### config.mk
export PLATFORM = sky130hd
export DESIGN_NAME = iir_coef_ctrl
export DESIGN_NICKNAME = d
export VERILOG_FILES = /design/src/rtl/iir_ctrl_pkg.sv /design/src/rtl/iir_inflight_cnt.sv /design/src/rtl/iir_coef_ctrl.sv
export SDC_FILE = /design/constraint.sdc
export NUM_CORES = 1
export LEC_CHECK = 0
export ABC_CLOCK_PERIOD_IN_PS = 2600
export CAP_MARGIN = 20
export CELL_PAD_IN_SITES_DETAIL_PLACEMENT = 0
export CELL_PAD_IN_SITES_GLOBAL_PLACEMENT = 1
export CORE_AREA = 2 2 137 139
export CTS_CLUSTER_SIZE = 28
export DETAILED_ROUTE_END_ITERATION = 10
export DIE_AREA = 0 0 139 141
export GPL_ROUTABILITY_DRIVEN = 0
export HOLD_SLACK_MARGIN = 0.03
export PLACE_DENSITY = 0.63
export SKIP_LAST_GASP = 1
export SLEW_MARGIN = 20
export SYNTH_ARGS = -nofsm -noshare
export SYNTH_HDL_FRONTEND = slang
export SYNTH_HIERARCHICAL = 1
export SYNTH_SLANG_ARGS = --single-unit
### constraint.sdc
create_clock -name clk -period 2.6 [get_ports clk]
set_clock_uncertainty 0.2 [all_clocks]
set_input_delay 0.52 -clock clk [delete_from_list [all_inputs] [get_ports clk]]
set_output_delay 0.52 -clock clk [all_outputs]
set_load 0.02 [all_outputs]
### src/rtl/iir_ctrl_pkg.sv
// Shared types and constants for the IIR coefficient controller.
package iir_ctrl_pkg;

  // Sequencing states of the coefficient controller.
  typedef enum logic [1:0] {
    IDLE  = 2'd0,
    DRAIN = 2'd1,
    SWAP  = 2'd2,
    FLUSH = 2'd3
  } ctrl_state_e;

  // Feed-forward coefficients start at address 0.
  localparam int B_BASE = 0;

  // Feedback coefficients follow the N+1 feed-forward ones.
  function automatic int a_base_addr(input int n);
    return n + 1;
  endfunction

  // Highest legal register address for an order-n filter.
  function automatic int addr_max(input int n);
    return 2 * n;
  endfunction

  // Passthrough bank: b[0] = 1.0 in the coefficient's fixed-point format.
  function automatic logic [31:0] reset_coef(input int idx, input int cfw);
    return (idx == 0) ? (32'd1 << cfw) : 32'd0;
  endfunction

endpackage

### src/rtl/iir_inflight_cnt.sv
// Up/down saturating counter of samples inside the filter pipeline.
module iir_inflight_cnt #(
  parameter int MAX_COUNT = 4,
  parameter int CNT_W     = $clog2(MAX_COUNT + 1)
) (
  input  logic             clk,
  input  logic             rst_n,
  input  logic             inc,
  input  logic             dec,
  output logic [CNT_W-1:0] count,
  output logic             underflow
);

  logic [CNT_W-1:0] count_q;
  logic [CNT_W-1:0] count_d;

  // Next count: simultaneous inc/dec cancel; both ends saturate.
  always_comb begin
    count_d   = count_q;
    underflow = 1'b0;
    if (inc && !dec) begin
      if (count_q != CNT_W'(MAX_COUNT)) begin
        count_d = count_q + 1'b1;
      end
    end else if (dec && !inc) begin
      if (count_q == '0) begin
        underflow = 1'b1;
      end else begin
        count_d = count_q - 1'b1;
      end
    end
  end

  // Count register.
  always_ff @(posedge clk or negedge rst_n) begin
    if (!rst_n) begin
      count_q <= '0;
    end else begin
      count_q <= count_d;
    end
  end

  assign count = count_q;

endmodule

### src/rtl/iir_coef_ctrl.sv
// Coefficient bank controller: shadow/active banks, stream gating and
// commit sequencing (drain, atomic swap, filter state clear).
module iir_coef_ctrl
  import iir_ctrl_pkg::*;
#(
  parameter int N            = 4,
  parameter int IW           = 8,
  parameter int CW           = 8,
  parameter int CFW          = 6,
  parameter int MAX_INFLIGHT = 4,
  parameter int FLUSH_CYC    = N + 1
) (
  input  logic                      clk,
  input  logic                      rst_n,
  input  logic                      cfg_wr_en,
  input  logic [$clog2(2*N+1)-1:0]  cfg_wr_addr,
  input  logic [CW-1:0]             cfg_wr_data,
  input  logic                      cfg_commit,
  output logic                      cfg_busy,
  output logic                      cfg_done,
  output logic                      cfg_err,
  input  logic                      cfg_err_clr,
  input  logic [IW-1:0]             s_axis_tdata,
  input  logic                      s_axis_tvalid,
  output logic                      s_axis_tready,
  output logic [IW-1:0]             m_axis_tdata,
  output logic                      m_axis_tvalid,
  input  logic                      m_axis_tready,
  input  logic                      filt_o_tvalid,
  input  logic                      filt_o_tready,
  output logic [(N+1)*CW-1:0]       coef_b,
  output logic [N*CW-1:0]           coef_a,
  output logic                      filt_clr
);

  localparam int AW     = $clog2(2*N+1);
  localparam int NC     = 2*N + 1;
  localparam int CNT_W  = $clog2(MAX_INFLIGHT + 1);
  localparam int FW     = $clog2(FLUSH_CYC + 1);
  localparam int A_BASE = a_base_addr(N);
  localparam int A_MAX  = addr_max(N);

  ctrl_state_e       state_q, state_d;
  logic [FW-1:0]     flush_cnt_q, flush_cnt_d;
  logic              done_q, done_d;
  logic              err_q, err_d;
  logic [CW-1:0]     shadow_q [NC];
  logic [CW-1:0]     shadow_d [NC];
  logic [CW-1:0]     active_q [NC];
  logic [CW-1:0]     active_d [NC];
  logic [CW-1:0]     rst_bank [NC];
  logic [CNT_W-1:0]  inflight;
  logic              underflow;
  logic              stream_open;
  logic              addr_oob;
  logic              commit_err;

  // Passthrough reset image, one coefficient per register address.
  generate
    for (genvar gi = 0; gi < NC; gi++) begin : g_rst_bank
      localparam logic [31:0] RST_FULL = reset_coef(gi - B_BASE, CFW);
      assign rst_bank[gi] = RST_FULL[CW-1:0];
    end
  endgenerate

  // Traffic only flows while idle and out of reset; data is never touched.
  assign stream_open   = (state_q == IDLE) && rst_n;
  assign m_axis_tdata  = s_axis_tdata;
  assign m_axis_tvalid = s_axis_tvalid && stream_open;
  assign s_axis_tready = m_axis_tready && stream_open;

  iir_inflight_cnt #(
    .MAX_COUNT (MAX_INFLIGHT),
    .CNT_W     (CNT_W)
  ) u_inflight (
    .clk       (clk),
    .rst_n     (rst_n),
    .inc       (m_axis_tvalid && m_axis_tready),
    .dec       (filt_o_tvalid && filt_o_tready),
    .count     (inflight),
    .underflow (underflow)
  );

  // Sequencer: IDLE -> DRAIN -> SWAP -> FLUSH (FLUSH_CYC cycles) -> IDLE.
  always_comb begin
    state_d     = state_q;
    flush_cnt_d = flush_cnt_q;
    done_d      = 1'b0;
    case (state_q)
      IDLE: begin
        if (cfg_commit) begin
          state_d = DRAIN;
        end
      end
      DRAIN: begin
        if (inflight == '0) begin
          state_d = SWAP;
        end
      end
      SWAP: begin
        state_d     = FLUSH;
        flush_cnt_d = FW'(FLUSH_CYC - 1);
      end
      FLUSH: begin
        if (flush_cnt_q == '0) begin
          state_d = IDLE;
          done_d  = 1'b1;
        end else begin
          flush_cnt_d = flush_cnt_q - 1'b1;
        end
      end
      default: state_d = IDLE;
    endcase
  end

  // Sticky error: a new error in the same cycle as a clear still sets it.
  always_comb begin
    addr_oob   = cfg_wr_en && (cfg_wr_addr > AW'(A_MAX));
    commit_err = cfg_commit && (state_q != IDLE);
    err_d      = err_q;
    if (addr_oob || commit_err || underflow) begin
      err_d = 1'b1;
    end else if (cfg_err_clr) begin
      err_d = 1'b0;
    end
  end

  // Banks: swap copies the pre-write shadow, so a same-cycle write stays shadow-only.
  always_comb begin
    shadow_d = shadow_q;
    active_d = active_q;
    if (state_q == SWAP) begin
      active_d = shadow_q;
    end
    for (int i = 0; i < NC; i++) begin
      if (cfg_wr_en && (cfg_wr_addr == AW'(i))) begin
        shadow_d[i] = cfg_wr_data;
      end
    end
  end

  // Control registers.
  always_ff @(posedge clk or negedge rst_n) begin
    if (!rst_n) begin
      state_q     <= IDLE;
      flush_cnt_q <= '0;
      done_q      <= 1'b0;
      err_q       <= 1'b0;
    end else begin
      state_q     <= state_d;
      flush_cnt_q <= flush_cnt_d;
      done_q      <= done_d;
      err_q       <= err_d;
    end
  end

  // Coefficient bank registers; reset restores the passthrough image in both.
  always_ff @(posedge clk or negedge rst_n) begin
    if (!rst_n) begin
      for (int i = 0; i < NC; i++) begin
        shadow_q[i] <= rst_bank[i];
        active_q[i] <= rst_bank[i];
      end
    end else begin
      shadow_q <= shadow_d;
      active_q <= active_d;
    end
  end

  // Flatten the active bank onto the filter coefficient buses.
  generate
    for (genvar gi = 0; gi < N + 1; gi++) begin : g_coef_b
      assign coef_b[gi*CW +: CW] = active_q[B_BASE + gi];
    end
    for (genvar gi = 0; gi < N; gi++) begin : g_coef_a
      assign coef_a[gi*CW +: CW] = active_q[A_BASE + gi];
    end
  endgenerate

  assign cfg_busy = (state_q != IDLE);
  assign cfg_done = done_q;
  assign cfg_err  = err_q;
  assign filt_clr = (state_q == FLUSH);

endmodule

==> results of run 1 <==
==> layout make-up <==
type                            instances  area (um^2)  area share (%)
Antenna cell                            2         5.00          0.0620
Clock buffer                           18          429            5.31
Clock inverter                         14          150            1.86
Inverter                                8         30.0           0.372
Multi-Input combinational cell        210         2210            27.4
Sequential cell                       154         3860            47.8
Tap cell                              234          293            3.63
Timing Repair Buffer                  110         1100            13.6
==> sequential cells by signal, indices dropped and copies added (netlist names) <==
register / cells
cfg_err: 1
cfg_done: 1
state_q: 2
u_inflight/count: 3
flush_cnt_q: 3
coef_b: 40
coef_a: 32
shadow_q: 72
==> timing repair <==
item                                    in CTS  in global routing
pin swaps                                    0                  0
endpoints found under the setup margin       3                  2
hold endpoints to repair                     0                  0
resized for setup                            3                  2
buffers inserted                             0                  0
==> through the flow <==
stage / instances / hold slack [ns]
global placement: 716 / 0.283
detailed placement: 716 / 0.288
CTS: 748 / 0.127
finish: 750 / 0.0774
floorplan: 395 / 0.0244
global route: 748 / 0.128
==> cell usage in the layout, fill, tap and decap left out, types with 3 or more instances in the layout <==
cell type | netlist | final
and3_1 | 4 | 4
buf_4 | 11 | 10
clkbuf_16 | 0 | 17
clkdlybuf4s50_1 | 0 | 94
clkinv_2 | 0 | 3
clkinv_4 | 0 | 5
clkinvlp_4 | 0 | 3
dfrtp_1 | 152 | 152
ha_1 | 8 | 5
inv_1 | 7 | 7
mux2_2 | 136 | 136
mux2_4 | 8 | 8
mux2i_1 | 4 | 4
nand2_1 | 5 | 5
nor2_1 | 6 | 6
nor3_1 | 4 | 4
==> how the worst max path moves through the flow <==
stage | startpoint | endpoint | slack [ns] | cells after the start
after global routing | state_q[0] | u_inflight/count[2] | 0.005 | 9
after floorplan | state_q[0] | u_inflight/count[2] | 0.18 | 10
after global placement | cfg_wr_addr[1] | shadow_q[4] | 0.1 | 4
after CTS | state_q[1] | filt_clr | 0.03 | 2
after detailed placement | m_axis_tready | u_inflight/count[2] | 0.06 | 8
final | state_q[1] | filt_clr | 0.13 | 2
==> cell families (layout without fill, tap and decap cells) <==
group                    count (synthesis)  in the layout  synth area share [%]
AO/OA/AOI/OAI                           13             13                  1.57
buffers and inverters                   31            150                  2.70
flip-flops                             154            154                  62.0
multiplexers                           149            149                  27.4
AND/OR/NAND/NOR                         36             36                  4.08
XOR/XNOR                                 4              4                 0.684
adder cells (fa/ha/maj)                  8              8                  1.61
other                                    0              2                     0
==> per-layer routing <==
layer / global-route usage [%] / up-vias / routed length, um
met4: 4.94 / 0 / 161
li1: - / 1606 / -
met3: 4.72 / 15 / 717
met2: 21.3 / 87 / 5990
met1: 19.3 / 1819 / 6390
met5: 0 / - / 0
==> cell usage after synthesis (all sizes together) <==
library cell / n / area, um^2
ha: 8 / 100
a21oi: 2 / 10.0
inv: 8 / 30.0
nor2: 7 / 28.8
xor2: 2 / 25.0
o21ba: 1 / 10.0
buf: 22 / 134
mux2: 145 / 1660
nand2: 5 / 18.8
and3b: 1 / 8.76
dfrtp: 152 / 3800
o22ai: 1 / 6.26
and2: 2 / 12.5
a222oi: 1 / 10.0
a22o: 1 / 8.76
dfstp: 2 / 52.6
nand2b: 2 / 12.5
or3: 2 / 12.5
o21ai: 2 / 10.0
nor3: 4 / 20.0
a32oi: 1 / 8.76
nor2b: 2 / 15.0
and3: 4 / 25.0
mux2i: 4 / 40.0
clkbuf: 1 / 3.75
nand3b: 3 / 42.5
o41ai: 1 / 8.76
a221oi: 2 / 17.5
a21o: 1 / 7.51
nor3b: 4 / 57.6
xnor2: 2 / 17.5
==> power breakdown <==
part	switching [mW]	internal, mW	total, mW	leakage [nW]
Clock	0.983	1.42	2.40	0.276
Sequential	0.534	3.29	3.83	1.89
Combinational	1.71	2.11	3.82	1.40
Total	3.23	6.82	10.0	3.56
==> flow_summary.ini, run 1 <==
[sta]
finalCriticalPeriod_ns = 2.47
rsz0062_at_grt = false
worst_slew_pin_slew_ns = 0.814
tns_ns = 0
hold_viol = 0
timing.fmax_mhz = 404
max-slew-margin-rel_pct = 45.7
timing.final.crit_share_pct = 95.1
setup_viol = 0
setup_ws_ns = 0.128
slew_viol_final = 0

[yosys]
syn_inst = 395
yosysSeqAreaShare_pct = 62.0
ys_seq_elements = 154
synth.avg_cell_area_um2 = 15.7
syn_nets = 432
yosysWarnings = 6
synth.distinct_cells = 42
netlist_area_um2 = 6220

[setup_path]
timing.rr.end = u_inflight/count[2]
arrival_ns = 1.75
worstPathCellList = ha_2, clkdlybuf4s50_1
crit_family = buffers and inverters
rr_startpoint = state_q[0]
worstPathRequired_ns = 1.88
critPathLaunchType = flip-flop
endpoint_kind = primary output
crit_fanout = 9
r2r_cells = 9
slowest_stage = clkdlybuf4s50_1
slowest_delay_ns = 0.63
r2r_slack_ns = 0.15
path_buf_inv = 1
crit_type = reg -> out

[die]
dieArea_um2 = 19600
die_h_um = 141
fp.coreArea_um2 = 18300
die_x_um = 139
start_util_pct = 34.1
pin_count = 115
num_rows = 50

[route]
wl_per_cell_um = 17.7
drt-total-wl_mm = 13.3
vias_per_cell = 4.70
drt-initial-drc-count = 128
firstDrtPassIters = 4
drtAntennaViolNets = 0
vias = 3527
drc = 0

[clock_tree]
root_buffer = clkbuf_16
clock-sinks = 154
htreeDepth = 4
insertion_delay_ns = 0.42
cts_inserted_buffers = 17
cts.clk_slew.worst_paths_ns = 0.06
clock_path_buffers = 2
postCtsHoldBufs = 0
cts_tree = built

[power_and_ir_drop]
ir_drop_v = 0.000581
p_per_area_nw_per_um2 = 1240
p_leak_nw = 3.56
p_total_mw = 10.0

[placement]
dpl.hpwl_mm = 8.58
post-place-ws_ns = 0.0558
postPlaceCellArea_um2 = 7490
port_buffers = 98

[final_layout]
final_cell_area_um2 = 8080
fin_nets = 538
drive_gt1_share_pct = 39.5
area_growth_pct = 29.8
utilization_pct = 44.2
fill_cells = 1633

[hold_path]
hold_class = in -> async

[global_route]
grt.overflow.total = 0
grt_max_degree = 155
grt_pass1_wl_mm = 21.1
antenna_found_initial = 2
grt_use_total_pct = 14.2
grt_pass1_vias = 3737

[status]
outcome = finished, final reports clean

[flow_run]
cap_violations = 0
(Power assumes the default switching activity.)
==> run 2, diff against run 1 <==
Settings changed: CTS_BUF_LIST set to sky130_fd_sc_hd__clkbuf_8 sky130_fd_sc_hd__clkbuf_16, SKIP_LAST_GASP 1 to unset.
==> run 2 against run 1 <==
Compared with the run above: register-to-register slack barely moved; sequential share of layout area did not move; flip-flop and latch count stayed put; critical path type unchanged; critical path depth unchanged; cell count is the same.
==> flow_summary.ini, run 2 (synthesis gave the netlist of run 1 again) <==
[setup_path]
r2r_slack_ns = 0.15
worstPathRequired_ns = 1.88
critPathLaunchType = flip-flop
crit_fanout = 9
crit_type = reg -> out
endpoint_kind = primary output
arrival_ns = 1.75

[sta]
tns_ns = 0
rsz0062_at_grt = false
whs_ns = 0.0769
timing.fmax_mhz = 405
slew_viol_final = 0
worst_slew_pin_slew_ns = 0.813
setup_viol = 0
hold_viol = 0
timing.final.crit_share_pct = 95.1
max-slew-margin-rel_pct = 45.8
finalCriticalPeriod_ns = 2.47

[route]
vias_per_cell = 4.71
drt-initial-drc-count = 128
drtAntennaViolNets = 0
drc = 0
firstDrtPassIters = 4
vias = 3533
drt-total-wl_mm = 13.2
wl_per_cell_um = 17.7

[placement]
dpl.hpwl_mm = 8.58
port_buffers = 98

[global_route]
grt.overflow.total = 0
antenna_found_initial = 2
grt_max_degree = 155
grt_use_total_pct = 14.2
grt_pass1_vias = 3737
grt_pass1_wl_mm = 21.1

[final_layout]
drive_gt1_share_pct = 39.5
largest-register = shadow_q
final_common_cell = dfrtp_1
final_cell_mix = dfrtp_1 (152), mux2_2 (136), clkdlybuf4s50_1 (94)
utilization_pct = 44.2
fin_nets = 538
fill_cells = 1633
seqCellArea_um2 = 3860
largest_reg_flops = 72
area_growth_pct = 29.8
multi_input_area_um2 = 2210

[die]
die_x_um = 139
fp.coreArea_um2 = 18300
start_util_pct = 34.1
pin_count = 115
die_h_um = 141
num_rows = 50
dieArea_um2 = 19600

[power_and_ir_drop]
p_clk_share_pct = 23.8
p_per_area_nw_per_um2 = 1240
p_switching_mw = 3.23
pwr-share-comb_pct = 38.1
p_seq_share_pct = 38.1
p_int_mw = 6.81
p_leak_nw = 3.56
power.share.switching_pct = 32.1
ir_drop_v = 0.000581

[clock_tree]
clock-sinks = 154
postCtsHoldBufs = 0
insertion_delay_ns = 0.42
cts_inserted_buffers = 17
clock_path_buffers = 2
root_buffer = clkbuf_16
cts_tree = built
htreeDepth = 4
cts.clk_slew.worst_paths_ns = 0.06

[flow_run]
cap_violations = 0

[hold_path]
hold_class = in -> async

[status]
outcome = finished, final reports clean
## run 2: changes by cell type in the layout (fill, tap and decap cells not counted)
cell      change
clkbuf_1      -1
inv_1         +1
## run 2: final cells by class
class                      count  area share (%)
multi-input combinational    210            27.4
inverter                       8           0.372
sequential                   154            47.8
antenna                        2          0.0620
clock buffer                  17            5.27
clock inverter                15            1.91
tap                          234            3.63
timing repair buffer         110            13.6
## run 2: critical path, cell delays in order, from the launching register on
cell,delay (ns)
dfrtp_1,0.42
ha_2,0.29
clkdlybuf4s50_1,0.63
## run 2: stage by stage
stage	area, um^2	power (mW)	setup slack [ns]	cells
final	8080	10.0	0.128	750
after global routing	8070	10.6	0.00457	748
after CTS	8070	10.2	0.0258	748
after detailed placement	7490	7.75	0.0558	716
after global placement	7490	7.66	0.100	716
after floorplan	6220	6.06	0.179	395
## run 2: final timing paths
path / startpoint / to / depth (start not counted)
worst min register to register: shadow_q[66] / coef_b[2] / 1
min in group clk: shadow_q[66] / coef_b[2] / 1
worst max register to register: state_q[0] / u_inflight/count[2] / 9
worst min-delay path: rst_n / coef_b[17] / 2
max in group asynchronous: rst_n / shadow_q[53] / 2
worst max-delay path: state_q[1] / filt_clr / 2
## run 2: what timing repair did
action                                  4_1_cts  5_1_grt
setup buffers                                 0        0
endpoints found under the setup margin        3        2
gates resized for setup                       3        2
## run 2: power by group through the flow
stage                     clock network (mW)  registers (mW)  logic, mW
after CTS                               2.48            3.84       3.89
after detailed placement                   0            3.87       3.88
after global routing                    2.59            3.95       4.08
after global placement                     0            3.86       3.80
after floorplan                            0            4.38       1.68
final                                   2.39            3.83       3.82
## run 2: metal layers
layer,up-vias,global-route usage (%),part of all wire [%]
met3,15,4.72,5.8
li1,1605,-,-
met5,-,0,0
met4,0,4.94,1.2
met2,89,21.3,45
met1,1824,19.3,48
